===== src/rtl/rr_res_arbiter_pkg.sv =====
// Shared definitions for the round-robin resource arbiter: state encoding,
// select widths and the park value for the shared datapath mux.
package rr_res_arbiter_pkg;

    localparam int NREQ  = 4;
    localparam int ID_W  = 2;
    localparam int SEL_W = 3;

    typedef enum logic [1:0] {
        IDLE = 2'd0,
        OWN  = 2'd1,
        TURN = 2'd2
    } state_e;

    localparam logic [SEL_W-1:0] PARK_SEL = 3'b100;

    // Single 2-to-3 zero-extender shared by every place that widens an ID into a select.
    function automatic logic [SEL_W-1:0] zext_id(input logic [ID_W-1:0] id);
        return {1'b0, id};
    endfunction

endpackage


===== src/rtl/rr_res_arbiter_pick4.sv =====
// Combinational round-robin picker: rotate requests by ptr, take the lowest
// set bit, then add ptr back to recover the absolute requester index.
module rr_pick4
    import rr_res_arbiter_pkg::*;
(
    input  logic [NREQ-1:0] req_i,
    input  logic [ID_W-1:0] ptr_i,
    output logic [ID_W-1:0] win_o,
    output logic            any_o
);

    logic [2*NREQ-1:0] req_dbl;
    logic [NREQ-1:0]   req_rot;
    logic [ID_W-1:0]   offset;

    assign req_dbl = {req_i, req_i};
    // req_rot[0] corresponds to requester ptr, req_rot[1] to ptr+1, and so on.
    assign req_rot = req_dbl[ptr_i +: NREQ];

    always_comb begin
        offset = '0;
        for (int i = NREQ - 1; i >= 0; i--) begin
            if (req_rot[i]) begin
                offset = ID_W'(i);
            end
        end
    end

    assign win_o = ptr_i + offset;
    assign any_o = |req_i;

endmodule


===== src/rtl/rr_res_arbiter.sv =====
// Round-robin owner of the shared 3-bit-select datapath: grants one of four
// requesters, limits hold time and inserts a turnaround cycle between owners.
//
// state | meaning
// IDLE  | resource parked, arbitrating over req each cycle
// OWN   | one requester owns the resource, hold counter running
// TURN  | mandatory bus-turnaround cycle, req ignored
module rr_res_arbiter
    import rr_res_arbiter_pkg::*;
#(
    parameter int MAX_HOLD = 8,
    parameter int CNT_W    = 4
) (
    input  logic             clk_i,
    input  logic             rst_n_i,
    input  logic [NREQ-1:0]  req_i,
    output logic [NREQ-1:0]  gnt_o,
    output logic [ID_W-1:0]  gnt_id_o,
    output logic [SEL_W-1:0] mux_sel_o,
    output logic             busy_o,
    output logic             preempt_o
);

    localparam logic [CNT_W-1:0] HOLD_LIMIT = CNT_W'(MAX_HOLD);

    state_e           state_q;
    logic [ID_W-1:0]  ptr_q;
    logic [CNT_W-1:0] hold_cnt_q;
    logic [NREQ-1:0]  gnt_q;
    logic [ID_W-1:0]  gnt_id_q;
    logic             busy_q;
    logic             preempt_q;

    logic [ID_W-1:0]  win;
    logic             any_req;

    rr_pick4 u_pick (
        .req_i (req_i),
        .ptr_i (ptr_q),
        .win_o (win),
        .any_o (any_req)
    );

    always_ff @(posedge clk_i or negedge rst_n_i) begin
        if (!rst_n_i) begin
            state_q    <= IDLE;
            ptr_q      <= '0;
            hold_cnt_q <= '0;
            gnt_q      <= '0;
            gnt_id_q   <= '0;
            busy_q     <= 1'b0;
            preempt_q  <= 1'b0;
        end else begin
            preempt_q <= 1'b0;
            case (state_q)
                IDLE: begin
                    if (any_req) begin
                        state_q    <= OWN;
                        gnt_q      <= NREQ'(1) << win;
                        gnt_id_q   <= win;
                        busy_q     <= 1'b1;
                        hold_cnt_q <= CNT_W'(1);
                    end
                end
                OWN: begin
                    // A voluntary drop wins over a timeout on the same cycle, so no preempt then.
                    if (!req_i[gnt_id_q] || hold_cnt_q == HOLD_LIMIT) begin
                        state_q   <= TURN;
                        gnt_q     <= '0;
                        busy_q    <= 1'b0;
                        ptr_q     <= gnt_id_q + 1'b1;
                        preempt_q <= req_i[gnt_id_q];
                    end else begin
                        hold_cnt_q <= hold_cnt_q + 1'b1;
                    end
                end
                TURN: begin
                    state_q <= IDLE;
                end
                default: begin
                    state_q <= IDLE;
                end
            endcase
        end
    end

    assign gnt_o     = gnt_q;
    assign gnt_id_o  = gnt_id_q;
    assign busy_o    = busy_q;
    assign preempt_o = preempt_q;
    assign mux_sel_o = (state_q == OWN) ? zext_id(gnt_id_q) : PARK_SEL;

endmodule


===== config.mk =====
export PLATFORM = sky130hd
export DESIGN_NAME = rr_res_arbiter
export DESIGN_NICKNAME = d
export VERILOG_FILES = /design/src/rtl/rr_res_arbiter_pkg.sv /design/src/rtl/rr_res_arbiter_pick4.sv /design/src/rtl/rr_res_arbiter.sv
export SDC_FILE = /design/constraint.sdc
export NUM_CORES = 1
export LEC_CHECK = 0
export ABC_AREA = 1
export CAP_MARGIN = 20
export CORE_MARGIN = 4
export CORE_UTILIZATION = 50
export DETAILED_ROUTE_END_ITERATION = 10
export PLACE_DENSITY = 0.76
export SETUP_SLACK_MARGIN = 0.02
export SYNTH_ARGS = -nofsm -noshare
export SYNTH_HDL_FRONTEND = slang
export SYNTH_SLANG_ARGS = --single-unit

===== constraint.sdc =====
create_clock -name clk_i -period 3 [get_ports clk_i]
set_input_delay 0.6 -clock clk_i [delete_from_list [all_inputs] [get_ports clk_i]]
set_output_delay 0.6 -clock clk_i [all_outputs]
set_load 0.05 [all_outputs]

==> tab_implementation.tex, run 1 <==
\begin{tabular}{lr}
\hline
Metric & Value \\
\hline
\multicolumn{2}{l}{\textbf{Status}} \\
\quad Run status & finished clean \\
\multicolumn{2}{l}{\textbf{Timing}} \\
\quad RSZ-0062 raised after global routing & no \\
\quad Pins Over Slew Limit & 0 \\
\quad Fin Setup TNS & 0 ns \\
\quad Final-report hold violation count & 0 \\
\quad Period utilization & 87.6\% \\
\quad Peak clock frequency supported by timing & 381 MHz \\
\quad Normalized max-slew margin & 53.7\% \\
\quad Clock tree skew after final layout & 0.00416 ns \\
\quad Time the final worst path needs with I/O delays and setup & 2.63 ns \\
\quad \# setup viols final & 0 \\
\quad Worst Tran Pin Value & 0.692 ns \\
\multicolumn{2}{l}{\textbf{Setup path}} \\
\quad Worst-path cell with the longest stage delay & clkdlybuf4s50\_1 \\
\quad Endpoint of the worst-slack reg-to-reg timing path & gnt\_o[3] \\
\quad Crit. End Element & primary output \\
\quad Count of buffering cells on the critical path with inverters included & 2 \\
\quad Max Fanout on Critical Path & 5 \\
\quad Worst Setup Start Kind & flip-flop \\
\quad Arrival time of data at the critical path endpoint & 2.03 ns \\
\quad Delay of the slowest cell on the worst path & 0.81 ns \\
\quad Category of cells accounting for the largest share of critical-path delay & buffers and inverters \\
\quad Critical Setup Path Class & flip-flop to primary output \\
\quad Reg-to-Reg Start & ptr\_q[0] \\
\quad Reg2Reg Setup Slack & 1.05 ns \\
\quad FF-to-FF path depth & 13 \\
\quad Worst endpoint required time & 2.40 ns \\
\quad Crit-path cells & nor2\_2 > inv\_1 > nor2\_1 > clkdlybuf4s50\_1 \\
\multicolumn{2}{l}{\textbf{Final layout}} \\
\quad Relative area change from synthesis to final layout & 21.9\% \\
\quad Ant. Diodes & 0 \\
\quad Core utilization of the finished layout & 66.0\% \\
\quad Fraction of layout cells with a size suffix above 1 & 13.2\% \\
\quad Number of nets in the finished design & 154 \\
\multicolumn{2}{l}{\textbf{Floorplanning}} \\
\quad Floorplan core area & 0.00176 mm² \\
\quad Vertical die dimension & 51.7 µm \\
\quad Die ar. & 0.00267 mm² \\
\quad Number of rows created at floorplan & 15 \\
\quad Effective utilization at floorplan & 54.1\% \\
\quad Number of ports placed on the die boundary & 17 \\
\quad Floorplan die width & 51.7 µm \\
\multicolumn{2}{l}{\textbf{Global routing}} \\
\quad Global-route wire length before repair & 3.30 mm \\
\quad Global-route usage over all layers & 15.9\% \\
\quad Vias in the first global route & 834 \\
\quad Initial antenna violation count & 0 \\
\quad GR Overflow Total & 0 \\
\quad Largest net degree at the start of global routing & 17 \\
\multicolumn{2}{l}{\textbf{Place}} \\
\quad Number of buffer cells added on primary ports & 16 \\
\quad GP Congestion & 0.908 \\
\quad Total half-perimeter wirelength after legalization and detailed placement & 1.48 mm \\
\multicolumn{2}{l}{\textbf{Min path}} \\
\quad Type of the worst min-delay path & flip-flop to flip-flop \\
\quad Hold Startpoint & busy\_o \\
\quad End of the worst hold path & busy\_o \\
\quad Hold-critical path depth & 2 \\
\multicolumn{2}{l}{\textbf{Detailed routing}} \\
\quad Number of DRC markers in iteration 0 & 17 \\
\quad Ratio of routed vias to standard cells & 5.01 \\
\quad Total number of vias & 847 \\
\quad Number of remaining DRC errors & 0 \\
\quad Met1 WL & 893 µm \\
\quad Remaining number of nets flagged by the antenna check after routing & 0 \\
\quad Met3 WL & 70 µm \\
\quad Routed met2 length & 886 µm \\
\quad Total wire length & 1.86 mm \\
\quad Detail-routed net length per standard cell & 11.0 µm \\
\quad Total iterations of the first detailed-routing run & 4 \\
\quad Max layer used & met4 \\
\multicolumn{2}{l}{\textbf{Clocking}} \\
\quad CTS buffer count & 3 \\
\quad Clk buf depth & 2 \\
\quad CTS Sinks & 16 \\
\quad Root buffer cell & clkbuf\_4 \\
\quad Later-pin clock latency in the skew report & 0.28 ns \\
\quad Hold buffer count at CTS & 0 \\
\quad Post-cts gate resize count & 0 \\
\quad Clock transition at the registers of the reported paths & 0.09 ns \\
\quad Setup fix buffers added after clock tree synthesis & 0 \\
\quad H-tree level count & 1 \\
\quad TritonCTS clock tree & built \\
\multicolumn{2}{l}{\textbf{Logic synthesis}} \\
\quad Mean instance size in the synthesized netlist & 7.58 µm² \\
\quad Cell variety after synth & 19 \\
\quad Number of storage elements in the synthesis netlist & 16 \\
\quad Area of the mapped netlist & 955 µm² \\
\quad Post-synthesis cell count & 126 \\
\quad Number of warnings reported in the yosys synthesis log & 0 \\
\quad Mapped Nets & 135 \\
\quad Seq/Total Area, Yosys & 41.9\% \\
\multicolumn{2}{l}{\textbf{Run}} \\
\quad Number of maximum-capacitance violations & 0 \\
\multicolumn{2}{l}{\textbf{Pwr}} \\
\quad Power density over the cells & 1230 mW/mm² \\
\quad Total power consumption of the routed design & 1.43 mW \\
\quad Static Leakage & 0.595 nW \\
\quad Maximum resistive drop on vdd & 0.752 mV \\
\hline
\end{tabular}
-- how the worst max path moves through the flow --
stage,from,to,cells past startpoint
final,state_q[1],mux_sel_o[1],4
after floorplan,state_q[1],mux_sel_o[0],3
after CTS,state_q[1],mux_sel_o[1],4
after detailed placement,req_i[1],gnt_o[3],13
after global placement,req_i[2],gnt_o[3],12
after global routing,state_q[0],mux_sel_o[1],5
-- synthesized netlist by cell type --
| library cell | n | area [µm²] |
|---|---|---|
| a21boi_0 | 1 | 7.51 |
| a21oi_1 | 1 | 5.00 |
| buf_4 | 1 | 7.51 |
| buf_6 | 1 | 11.3 |
| clkinv_2 | 1 | 5.00 |
| dfrtp_1 | 16 | 400 |
| ha_1 | 3 | 37.5 |
| inv_1 | 11 | 41.3 |
| inv_2 | 3 | 11.3 |
| nand2_1 | 33 | 124 |
| nand2_2 | 6 | 37.5 |
| nand2_4 | 2 | 22.5 |
| nand3_1 | 19 | 95.1 |
| nand3_2 | 2 | 20.0 |
| nor2_1 | 14 | 52.6 |
| nor2_2 | 1 | 6.26 |
| o21ai_1 | 7 | 35.0 |
| xnor2_1 | 2 | 17.5 |
| xor2_1 | 2 | 17.5 |
-- power by group --
group	total [mW]	internal, mW	switching (mW)
Combinational	0.913	0.303	0.610
Sequential	0.382	0.298	0.0830
Clock	0.139	0.0738	0.0653
Total	1.43	0.675	0.758
-- layout by cell type (no fill, tap or decap), drive strengths merged --
| cell | Yosys | layout |
|---|---|---|
| ha | 3 | 3 |
| nor2 | 15 | 15 |
| dfrtp | 16 | 16 |
| xor2 | 2 | 2 |
| nand2 | 41 | 41 |
| inv | 14 | 14 |
| clkdlybuf4s50 | 0 | 16 |
| xnor2 | 2 | 2 |
| a21boi | 1 | 1 |
| nand3 | 21 | 21 |
| o21ai | 7 | 7 |
| a21oi | 1 | 1 |
| clkbuf | 0 | 4 |
| clkinv | 1 | 1 |
-- worst register-to-register path, delay by kind of cell, from the launching register on --
family	cells	cell delay [ns]
fa+ha+maj	1	0.18
xor+xnor	1	0.23
flops	1	0.49
simple gates	8	0.63
buf+inv	2	0.16
compound gates	1	0.16
-- layout make-up --
class / instances / area (µm²)
fill: 161 / 601
multi-input combinational: 93 / 478
clock buffer: 4 / 36.3
sequential: 16 / 400
timing repair buffer: 16 / 160
inverter: 15 / 57.6
tap: 25 / 31.3
-- flip-flops by register name, indices dropped and copies added (netlist names) --
register and cells:
gnt_o 4, hold_cnt_q 4, gnt_id_o 2, ptr_q 2, state_q 2, busy_o 1, preempt_o 1
-- logic make-up (layout without fill, tap and decap cells) --
logic type | Yosys count | count (layout) | synth area share, %
xor gates and xnor gates | 4 | 4 | 3.67
and+or+nand+nor | 77 | 77 | 37.5
AOI/OAI and AO/OA | 9 | 9 | 4.98
adders and majority gates | 3 | 3 | 3.93
DFF | 16 | 16 | 41.9
buffers and inverters | 17 | 35 | 7.99
-- per-stage QoR --
| stage | setup slack, ns | hold WS [ns] | instance area, µm² | cells |
|---|---|---|---|---|
| finish | 0.373 | 0.489 | 1160 | 169 |
| global route | 0.277 | 0.532 | 1160 | 169 |
| CTS | 0.355 | 0.496 | 1160 | 169 |
| detailed placement | 0.488 | 0.469 | 1130 | 165 |
| global placement | 0.582 | 0.458 | 1130 | 165 |
| floorplan | 0.758 | 0.304 | 955 | 126 |
-- per-layer routing --
metal | vias up | track usage, %
li1 | 435 | -
met1 | 389 | 21.0
met2 | 21 | 26.9
met3 | 2 | 2.87
met4 | 0 | 3.93
met5 | - | 0
(Power assumes the default switching activity.)
==> run 2, diff against run 1 <==
--- a/config.mk
+++ b/config.mk
@@ -10,7 +10,7 @@
 export CORE_MARGIN = 4
 export CORE_UTILIZATION = 50
 export DETAILED_ROUTE_END_ITERATION = 10
-export PLACE_DENSITY = 0.76
+export PLACE_DENSITY = 0.85
 export SETUP_SLACK_MARGIN = 0.02
 export SYNTH_ARGS = -nofsm -noshare
 export SYNTH_HDL_FRONTEND = slang
==> run 2 against run 1 <==
Compared with the run above: combinational power grew 0.9%; final cell count is the same; maximum frequency is essentially flat; sequential share of layout area is the same; highest routed layer unchanged.
==> tab_implementation.tex, run 2 (synthesized netlist as in run 1, its figures left out) <==
\begin{tabular}{lr}
\hline
Metric & Value \\
\hline
\multicolumn{2}{l}{\textbf{Status}} \\
\quad Run status & finished clean \\
\multicolumn{2}{l}{\textbf{Clocking}} \\
\quad Setup fix buffers added after clock tree synthesis & 0 \\
\quad Clk buf depth & 2 \\
\quad CTS buffer count & 3 \\
\quad Later-pin clock latency in the skew report & 0.30 ns \\
\quad Root buffer cell & clkbuf\_4 \\
\quad CTS Sinks & 16 \\
\quad H-tree level count & 1 \\
\quad TritonCTS clock tree & built \\
\quad Post-cts gate resize count & 0 \\
\quad Clock transition at the registers of the reported paths & 0.09 ns \\
\quad Hold buffer count at CTS & 0 \\
\multicolumn{2}{l}{\textbf{Setup path}} \\
\quad Worst Setup Start Kind & flip-flop \\
\quad Startpoint of the most critical setup path & state\_q[1] \\
\quad Last element of the critical path & mux\_sel\_o[0] \\
\quad Reg2Reg Setup Slack & 1.04 ns \\
\quad Crit-path cells & nor2\_2 > inv\_1 > nor2\_1 > clkdlybuf4s50\_1 \\
\quad Worst endpoint required time & 2.40 ns \\
\quad Critical Setup Path Class & flip-flop to primary output \\
\quad Worst-path cell with the longest stage delay & clkdlybuf4s50\_1 \\
\quad Arrival time of data at the critical path endpoint & 2.03 ns \\
\quad Delay of the slowest cell on the worst path & 0.80 ns \\
\quad Crit. End Element & primary output \\
\quad FF-to-FF path depth & 13 \\
\quad Reg-to-Reg Start & ptr\_q[0] \\
\quad Max Fanout on Critical Path & 5 \\
\quad Endpoint of the worst-slack reg-to-reg timing path & gnt\_o[3] \\
\multicolumn{2}{l}{\textbf{Run}} \\
\quad Number of maximum-capacitance violations & 0 \\
\multicolumn{2}{l}{\textbf{Final layout}} \\
\quad Ant. Diodes & 0 \\
\quad Number of nets in the finished design & 154 \\
\quad Most common library cell in the layout ignoring fill and taps & nand2\_1 \\
\quad Relative area change from synthesis to final layout & 21.9\% \\
\quad Total of fill cells in the finished design & 160 \\
\quad Fraction of layout cells with a size suffix above 1 & 13.2\% \\
\quad Commonest cells after routing, fill and taps aside & nand2\_1 (33), nand3\_1 (19), dfrtp\_1 (16), clkdlybuf4s50\_1 (16), nor2\_1 (14) \\
\quad Fin area & 0.00116 mm² \\
\multicolumn{2}{l}{\textbf{Detailed routing}} \\
\quad Total iterations of the first detailed-routing run & 4 \\
\quad Number of remaining DRC errors & 0 \\
\quad Number of DRC markers in iteration 0 & 18 \\
\quad Total wire length & 1.98 mm \\
\quad Total number of vias & 871 \\
\quad Remaining number of nets flagged by the antenna check after routing & 0 \\
\quad Detail-routed net length per standard cell & 11.7 µm \\
\quad Ratio of routed vias to standard cells & 5.15 \\
\multicolumn{2}{l}{\textbf{Floorplanning}} \\
\quad Effective utilization at floorplan & 54.1\% \\
\quad Number of ports placed on the die boundary & 17 \\
\quad Vertical die dimension & 51.7 µm \\
\quad Floorplan die width & 51.7 µm \\
\quad Number of rows created at floorplan & 15 \\
\quad Die ar. & 0.00267 mm² \\
\quad Floorplan core area & 0.00176 mm² \\
\multicolumn{2}{l}{\textbf{Global routing}} \\
\quad Initial antenna violation count & 0 \\
\quad Global-route usage over all layers & 17.1\% \\
\quad GR Overflow Total & 0 \\
\quad Global-route wire length before repair & 3.40 mm \\
\quad Largest net degree at the start of global routing & 17 \\
\quad Vias in the first global route & 834 \\
\multicolumn{2}{l}{\textbf{Place}} \\
\quad Total half-perimeter wirelength after legalization and detailed placement & 1.51 mm \\
\quad Number of buffer cells added on primary ports & 16 \\
\quad Pre-CTS setup slack & 0.518 ns \\
\quad GP Congestion & 0.866 \\
\quad Total placed instance area & 0.00113 mm² \\
\multicolumn{2}{l}{\textbf{Pwr}} \\
\quad Power density over the cells & 1250 mW/mm² \\
\quad Clock network power share & 10.2\% \\
\quad Gate power share & 63.5\% \\
\quad Static Leakage & 0.595 nW \\
\quad Maximum resistive drop on vdd & 0.689 mV \\
\quad Sequential cell fraction of total power & 26.3\% \\
\quad Internal Dissipation & 0.676 mW \\
\quad Total power consumption of the routed design & 1.45 mW \\
\quad Net switching component of the power & 0.775 mW \\
\quad Net Sw Frac & 53.4\% \\
\multicolumn{2}{l}{\textbf{Timing}} \\
\quad Peak clock frequency supported by timing & 381 MHz \\
\quad Final Worst Setup Slack & 0.374 ns \\
\quad Period utilization & 87.5\% \\
\quad Time the final worst path needs with I/O delays and setup & 2.63 ns \\
\quad RSZ-0062 raised after global routing & no \\
\quad Pins Over Slew Limit & 0 \\
\quad Clock tree skew after final layout & 0.0113 ns \\
\quad \# setup viols final & 0 \\
\quad Fin Setup TNS & 0 ns \\
\quad Worst Tran Pin Value & 0.698 ns \\
\quad Normalized max-slew margin & 53.3\% \\
\quad Final-report hold violation count & 0 \\
\multicolumn{2}{l}{\textbf{Min path}} \\
\quad Hold-critical path depth & 2 \\
\quad Type of the worst min-delay path & flip-flop to flip-flop \\
\hline
\end{tabular}
run 2: cell counts in the layout (fill, tap and decap cells not counted):
No cell type changed its count.
run 2: power by group through the flow:
| stage | registers [mW] | logic (mW) | clock network (mW) |
|---|---|---|---|
| after global routing | 0.391 | 1.03 | 0.158 |
| after CTS | 0.379 | 0.930 | 0.148 |
| final | 0.382 | 0.921 | 0.148 |
| after detailed placement | 0.383 | 0.920 | 0 |
| after global placement | 0.379 | 0.891 | 0 |
| after floorplan | 0.478 | 0.616 | 0 |
run 2: worst min path at each step:
| stage | startpoint | endpoint |
|---|---|---|
| after global routing | busy_o | busy_o |
| after detailed placement | busy_o | busy_o |
| after global placement | busy_o | busy_o |
| final | busy_o | busy_o |
| after CTS | busy_o | busy_o |
| after floorplan | rst_n_i | busy_o |
run 2: per-layer routing:
metal	up-vias	global-route usage [%]	wire (µm)
met2	35	28.6	915
met1	396	20.4	874
met4	0	5.68	44
li1	434	-	-
met5	-	0	0
met3	6	6.02	140
run 2: cell type report:
cell class | instances | area, µm² | share of cell area [%]
clock buffers | 4 | 36.3 | 3.12
inverters | 15 | 57.6 | 4.95
multi-input cells | 93 | 478 | 41.1
flip-flops and latches | 16 | 400 | 34.4
well taps | 25 | 31.3 | 2.69
repair buffers | 16 | 160 | 13.8
run 2: critical path: cells and delay by family, from the launching register on:
kind	cells	cell delay, ns
buffers and inverters	2	0.95
AND/OR/NAND/NOR	2	0.37
flip-flops	1	0.40
run 2: stage by stage:
stage / cells / hold WS (ns) / util (%)
global route: 169 / 0.527 / 66.0
floorplan: 126 / 0.304 / -
CTS: 169 / 0.496 / 66.0
global placement: 165 / 0.460 / 63.9
detailed placement: 165 / 0.470 / 63.9
finish: 169 / 0.485 / 66.0
==> run 3, diff against run 2 <==
--- a/config.mk
+++ b/config.mk
@@ -6,12 +6,15 @@
 export NUM_CORES = 1
 export LEC_CHECK = 0
 export ABC_AREA = 1
+export ABC_CLOCK_PERIOD_IN_PS = 3000
 export CAP_MARGIN = 20
 export CORE_MARGIN = 4
 export CORE_UTILIZATION = 50
 export DETAILED_ROUTE_END_ITERATION = 10
-export PLACE_DENSITY = 0.85
+export PLACE_DENSITY = 0.84
+export RECOVER_POWER = 50
 export SETUP_SLACK_MARGIN = 0.02
 export SYNTH_ARGS = -nofsm -noshare
 export SYNTH_HDL_FRONTEND = slang
+export SYNTH_HIERARCHICAL = 1
 export SYNTH_SLANG_ARGS = --single-unit
==> run 3 against run 2 <==
Compared with the run above: synthesized area grew 8.9%; non-clock buffer count is the same; clock power shrank 26%; sequential share of layout area shrank 1.6 points; synthesized cell count grew 4.8%; sequential power grew 1%.
==> tab_implementation.tex, run 3 <==
\begin{tabular}{lr}
\hline
Metric & Value \\
\hline
\multicolumn{2}{l}{\textbf{Detailed routing}} \\
\quad Remaining number of nets flagged by the antenna check after routing & 0 \\
\quad Detail-routed net length per standard cell & 12.2 µm \\
\quad Total number of vias & 893 \\
\quad Ratio of routed vias to standard cells & 5.05 \\
\quad Number of remaining DRC errors & 0 \\
\quad Total iterations of the first detailed-routing run & 4 \\
\quad Total wire length & 2.16 mm \\
\quad Number of DRC markers in iteration 0 & 14 \\
\multicolumn{2}{l}{\textbf{Logic synthesis}} \\
\quad Largest family of logic cells by synthesized area & simple AND/OR/NAND/NOR gates \\
\quad Number of storage elements in the synthesis netlist & 16 \\
\quad Post-synthesis cell count & 132 \\
\quad Dominant cell by count in the synthesized netlist & nand2\_1 \\
\quad Largest area contributor in the netlist & dfrtp\_1 \\
\quad Number of enable flip-flop cells after synthesis & 0 \\
\quad Most frequent cells after synthesis & nand2\_1 (39), nand3\_1 (19), dfrtp\_1 (16) \\
\quad Number of warnings reported in the yosys synthesis log & 6 \\
\quad Multiplexer fraction of the synthesized cell area & 0\% \\
\quad Seq/Total Area, Yosys & 38.5\% \\
\quad Area of the mapped netlist & 0.00104 mm² \\
\quad Synth Area in Adders & 3.61\% \\
\quad Mean instance size in the synthesized netlist & 7.88 µm² \\
\quad Synthesized-area fraction occupied by ao, oa, aoi and oai cells & 3.01\% \\
\quad Share of async-settable or async-resettable flops after synthesis & 100\% \\
\quad Fraction of post-synthesis cell area in the top cell type by area & 38.5\% \\
\quad Mapped Nets & 141 \\
\quad Simple-Gate Fraction of Synth Area & 43.0\% \\
\quad Flip-flop cell with the highest count after synthesis & dfrtp\_1 \\
\quad Cell variety after synth & 21 \\
\quad Top cells by area, synth & dfrtp\_1 (39\%), nand2\_1 (14\%), nand3\_1 (9.1\%) \\
\quad Xor-xnor portion of the synthesized cell area & 3.37\% \\
\multicolumn{2}{l}{\textbf{Clocking}} \\
\quad H-tree level count & 1 \\
\quad TritonCTS clock tree & built \\
\quad Root buffer cell & clkbuf\_4 \\
\quad Setup fix buffers added after clock tree synthesis & 0 \\
\quad CTS buffer count & 3 \\
\quad Hold buffer count at CTS & 0 \\
\quad CTS Sinks & 16 \\
\quad Post-cts gate resize count & 0 \\
\quad Later-pin clock latency in the skew report & 0.29 ns \\
\quad Clk buf depth & 2 \\
\quad Clock transition at the registers of the reported paths & 0.08 ns \\
\multicolumn{2}{l}{\textbf{Place}} \\
\quad Total half-perimeter wirelength after legalization and detailed placement & 1.66 mm \\
\quad GP Congestion & 0.792 \\
\quad Number of buffer cells added on primary ports & 16 \\
\quad Total placed instance area & 0.00123 mm² \\
\multicolumn{2}{l}{\textbf{Setup path}} \\
\quad FF-to-FF path depth & 14 \\
\quad Count of buffering cells on the critical path with inverters included & 2 \\
\quad Last element of the critical path & mux\_sel\_o[1] \\
\quad Worst-path cell with the longest stage delay & clkdlybuf4s50\_1 \\
\quad Worst Setup Start Kind & flip-flop \\
\quad Logic depth of the worst setup path including buffers & 4 \\
\quad Critical Setup Path Class & flip-flop to primary output \\
\quad Reg2Reg Setup Slack & 1.00 ns \\
\quad Startpoint of the most critical setup path & state\_q[1] \\
\quad Endpoint of the worst-slack reg-to-reg timing path & gnt\_o[0] \\
\quad Delay of the slowest cell on the worst path & 0.83 ns \\
\quad Arrival time of data at the critical path endpoint & 1.94 ns \\
\quad Category of cells accounting for the largest share of critical-path delay & buffers and inverters \\
\quad Crit. End Element & primary output \\
\quad Crit-path cells & inv\_1 > nand2\_1 > nor2\_1 > clkdlybuf4s50\_1 \\
\quad Max Fanout on Critical Path & 7 \\
\quad Reg-to-Reg Start & ptr\_q[0] \\
\quad Worst endpoint required time & 2.40 ns \\
\multicolumn{2}{l}{\textbf{Timing}} \\
\quad \# setup viols final & 0 \\
\quad RSZ-0062 raised after global routing & no \\
\quad Period utilization & 84.8\% \\
\quad Pins Over Slew Limit & 0 \\
\quad Time the final worst path needs with I/O delays and setup & 2.54 ns \\
\quad Worst slack on hold paths & 0.493 ns \\
\quad Fin Setup TNS & 0 ns \\
\quad Clock tree skew after final layout & 0.00204 ns \\
\quad Peak clock frequency supported by timing & 393 MHz \\
\quad Worst Tran Pin Value & 0.680 ns \\
\quad Normalized max-slew margin & 54.5\% \\
\quad Final-report hold violation count & 0 \\
\multicolumn{2}{l}{\textbf{Final layout}} \\
\quad Fraction of layout cells with a size suffix above 1 & 16.7\% \\
\quad Total of fill cells in the finished design & 194 \\
\quad Number of nets in the finished design & 161 \\
\quad Most common library cell in the layout ignoring fill and taps & nand2\_1 \\
\quad Fin area & 0.00122 mm² \\
\quad Relative area change from synthesis to final layout & 17.3\% \\
\quad Ant. Diodes & 0 \\
\quad Commonest cells after routing, fill and taps aside & nand2\_1 (41), nand3\_1 (20), dfrtp\_1 (16) \\
\quad Core utilization of the finished layout & 62.2\% \\
\multicolumn{2}{l}{\textbf{Pwr}} \\
\quad Power density over the cells & 1190 mW/mm² \\
\quad Maximum resistive drop on vdd & 0.584 mV \\
\quad Static Leakage & 0.632 nW \\
\quad Total power consumption of the routed design & 1.45 mW \\
\multicolumn{2}{l}{\textbf{Run}} \\
\quad Number of maximum-capacitance violations & 0 \\
\multicolumn{2}{l}{\textbf{Floorplanning}} \\
\quad Die ar. & 0.00287 mm² \\
\quad Number of ports placed on the die boundary & 17 \\
\quad Floorplan die width & 53.6 µm \\
\quad Floorplan core area & 0.00196 mm² \\
\quad Number of rows created at floorplan & 16 \\
\quad Effective utilization at floorplan & 53.0\% \\
\quad Vertical die dimension & 53.6 µm \\
\multicolumn{2}{l}{\textbf{Global routing}} \\
\quad Global-route usage over all layers & 18.7\% \\
\quad Largest net degree at the start of global routing & 17 \\
\quad GR Overflow Total & 0 \\
\quad Initial antenna violation count & 0 \\
\quad Global-route wire length before repair & 3.85 mm \\
\quad Vias in the first global route & 911 \\
\multicolumn{2}{l}{\textbf{Status}} \\
\quad Run status & finished clean \\
\multicolumn{2}{l}{\textbf{Min path}} \\
\quad Type of the worst min-delay path & flip-flop to flip-flop \\
\hline
\end{tabular}
-- run 3: changes by cell type in the layout (fill, tap and decap cells not counted), sizes merged, moves of 3 or more --
cell,previous run,this run
o21ai,7,4
nor2,15,8
nand2,41,48
nand3,21,26
inv,14,19
-- run 3: kinds of logic after synthesis --
kind of cell / Yosys count
simple gates: 83
fa+ha+maj: 3
xor+xnor: 4
compound gates: 5
buf+inv: 21
flops: 16
-- run 3: layout make-up --
type,instances,area (µm²),share of cell area [%]
Clock buffer,3,22.5,1.85
Inverter,20,81.3,6.67
Multi-Input combinational cell,95,522,42.8
Sequential cell,16,400,32.8
Tap cell,27,33.8,2.77
Timing Repair Buffer,16,160,13.1
-- run 3: worst reg2reg max path, cell delays in order, from the launching register on --
cell,delay (ns)
dfrtp_1,0.50
inv_2,0.08
nand2_1,0.09
nand3_1,0.09
nand2_1,0.11
nand3_1,0.08
a21boi_1,0.14
ha_1,0.18
xor2_1,0.18
inv_1,0.05
nand3_1,0.08
nand2_1,0.09
inv_1,0.10
nand3_1,0.09
nand2_1,0.08
-- run 3: through the flow --
stage                     setup WS [ns]  instances
after floorplan                   0.769        132
after global placement            0.564        174
after detailed placement          0.451        174
after CTS                         0.439        177
after global routing              0.322        177
final                             0.456        177
-- run 3: how the worst min path moves through the flow --
stage | startpoint | endpoint | slack, ns | depth (start not counted)
final | busy_o | busy_o | 0.49 | 2
after global routing | busy_o | busy_o | 0.55 | 2
after global placement | busy_o | busy_o | 0.46 | 2
after floorplan | rst_n_i | busy_o | 0.30 | 0
after CTS | busy_o | busy_o | 0.49 | 2
after detailed placement | busy_o | busy_o | 0.46 | 2
-- run 3: metal layers --
layer  share of wire, %  global-route usage [%]  vias up
met5                  0                       0        -
met3                4.7                    3.88        3
met2                 49                    33.3       27
li1                   -                       -      452
met4                1.2                    7.66        0
met1                 45                    21.8      411
-- run 3: power breakdown --
part / total [mW] / internal (mW) / switching (mW) / leakage, nW
registers: 0.387 / 0.295 / 0.0920 / 0.204
clock network: 0.110 / 0.0467 / 0.0630 / 0.0138
logic: 0.952 / 0.312 / 0.640 / 0.414
total: 1.45 / 0.653 / 0.795 / 0.632
==> edit, RTL diff (flow settings as in run 3) <==
`CNT_W`: 4 -> 6.
--- a/src/rtl/rr_res_arbiter.sv
+++ b/src/rtl/rr_res_arbiter.sv
@@ -9,7 +9,7 @@
     import rr_res_arbiter_pkg::*;
 #(
     parameter int MAX_HOLD = 8,
-    parameter int CNT_W    = 4
+    parameter int CNT_W    = 6
 ) (
     input  logic             clk_i,
     input  logic             rst_n_i,
Behaviour: no difference found for any inputs over 10 cycles, from zero or initial values and one cycle with rst_n_i low; that may be too few to reach the edited logic, so the function may still have changed.
==> edit against run 3 <==
- non-clock buffer count increased by 2
- critical path depth unchanged
- first-iteration DRC count increased by 100%
- design area increased by 9.8%
- via count increased by 18%
- cell count increased by 15%
- worst hold slack about the same
- power increased by 6.2%
- sequential power increased by 9.0%
- synthesized area increased by 8.5%
- utilization increased by 3.4 points
- sequential cell count increased by 2
- worst setup slack improved by 0.068 ns
- routed wire length increased by 13%
- critical endpoint unchanged
==> edit: results (changes against run 3) <==
[run_status]
status = completed  ; unchanged

[drt]
via_count = 1058  ; was 893
drt_iter0_drc = 28  ; was 14
drt-total-wl_mm = 2.45  ; was 2.16 mm
wire_per_inst_microns = 12.0  ; was 12.2 microns

[placement]
dp_hpwl_mm = 1.90  ; was 1.66 mm
pre_cts_ws_ns = 0.437  ; was 0.451 ns
dp.cells = 200  ; was 174
dpl-instance-area_sq_um = 1310  ; was 1230 sq um
gp_congestion = 0.800  ; was 0.792

[synthesis]
syn_nets = 167  ; was 141
synth_commonest_cells = nand2_1 (57), nand3_1 (23), dfrtp_1 (18), inv_1 (15), nor2_1 (13)  ; was nand2_1 (39), nand3_1 (19), dfrtp_1 (16), inv_1 (12), nor2_1 (8)
synth-warning-count = 6  ; unchanged
synthTopCellsByArea = dfrtp_1 (40%), nand2_1 (19%), nand3_1 (10%)  ; was dfrtp_1 (39%), nand2_1 (14%), nand3_1 (9.1%)
synth_seq_area_share_pct = 39.9  ; was 38.5%
avgSynthCellArea_sq_um = 7.14  ; was 7.88 sq um
synth_cell_types = 23  ; was 21

[global_route]
grt_pass1_wl_mm = 4.44  ; was 3.85 mm
grt_usage_pct = 17.6  ; was 18.7%
grt_max_degree = 19  ; was 17

[sta]
tightest_slew_ns = 0.812  ; was 0.680 ns
finalClockSkew_ns = 0.00743  ; was 0.00204 ns

[setup_path]
cp.arrival_ns = 1.88  ; was 1.94 ns
path_max_fanout = 5  ; was 7

[pwr]
p_int_w = 0.000725  ; was 0.000653 W
ir_drop_uv = 750  ; was 584 uV
p_leak_nw = 0.699  ; was 0.632 nW

[cts]
clock_path_buffers = 2  ; unchanged
cts.clk_slew.worst_paths_ns = 0.11  ; was 0.08 ns

[final_layout]
nNetsFinal = 187  ; was 161
drive_above_1_share_pct = 9.04  ; was 16.7%
syn_to_final_growth_pct = 18.7  ; was 17.3%

==> edit: cell count changes after synthesis, sizes merged, moves of 2 or more <==
cell / delta
dfrtp: +2
nand2: +12
nand4: +2
nor2: +6
nor3: +4
==> edit: cell families (layout without fill, tap and decap cells) <==
kind of cell | count (synthesis) | after routing | share of synthesized area [%]
AOI/OAI and AO/OA | 7 | 7 | 3.66
and+or+nand+nor | 107 | 107 | 43.2
DFF | 18 | 18 | 39.9
buffers and inverters | 21 | 40 | 8.31
adders and majority gates | 3 | 3 | 3.33
xor gates and xnor gates | 2 | 2 | 1.55
==> edit: final cells by class <==
cell class	instances	area share [%]
multi-input cells	119	43.0
flip-flops and latches	18	33.6
repair buffers	18	13.1
inverters	18	5.04
clock buffers	4	2.71
well taps	27	2.52
==> edit: final timing paths <==
path | from | end | slack (ns) | cells after the start
hold reg to reg | busy_o | busy_o | 0.49 | 2
hold / removal | busy_o | busy_o | 0.49 | 2
max in group asynchronous | rst_n_i | hold_cnt_q[5] | 1.66 | 1
setup / recovery | state_q[1] | mux_sel_o[1] | 0.52 | 4
setup reg to reg | ptr_q[0] | gnt_o[1] | 0.93 | 14
min in group asynchronous | rst_n_i | hold_cnt_q[1] | 0.83 | 1
==> edit: per-layer routing <==
metal / GRT usage (%) / up-vias / part of all wire [%]
li1: - / 537 / -
met4: 6.25 / 0 / 1.0
met2: 30.1 / 31 / 49
met1: 21.1 / 485 / 44
met5: 0 / - / 0
met3: 4.43 / 5 / 6.2
==> edit: power groups by stage <==
stage | sequential, W | clock, W | combinational, W
after detailed placement | 0.000426 | 0 | 0.000978
final | 0.000422 | 0.000151 | 0.000966
after global routing | 0.000436 | 0.000165 | 0.00109
after global placement | 0.000420 | 0 | 0.000945
after floorplan | 0.000515 | 0 | 0.000655
after CTS | 0.000423 | 0.000152 | 0.000984
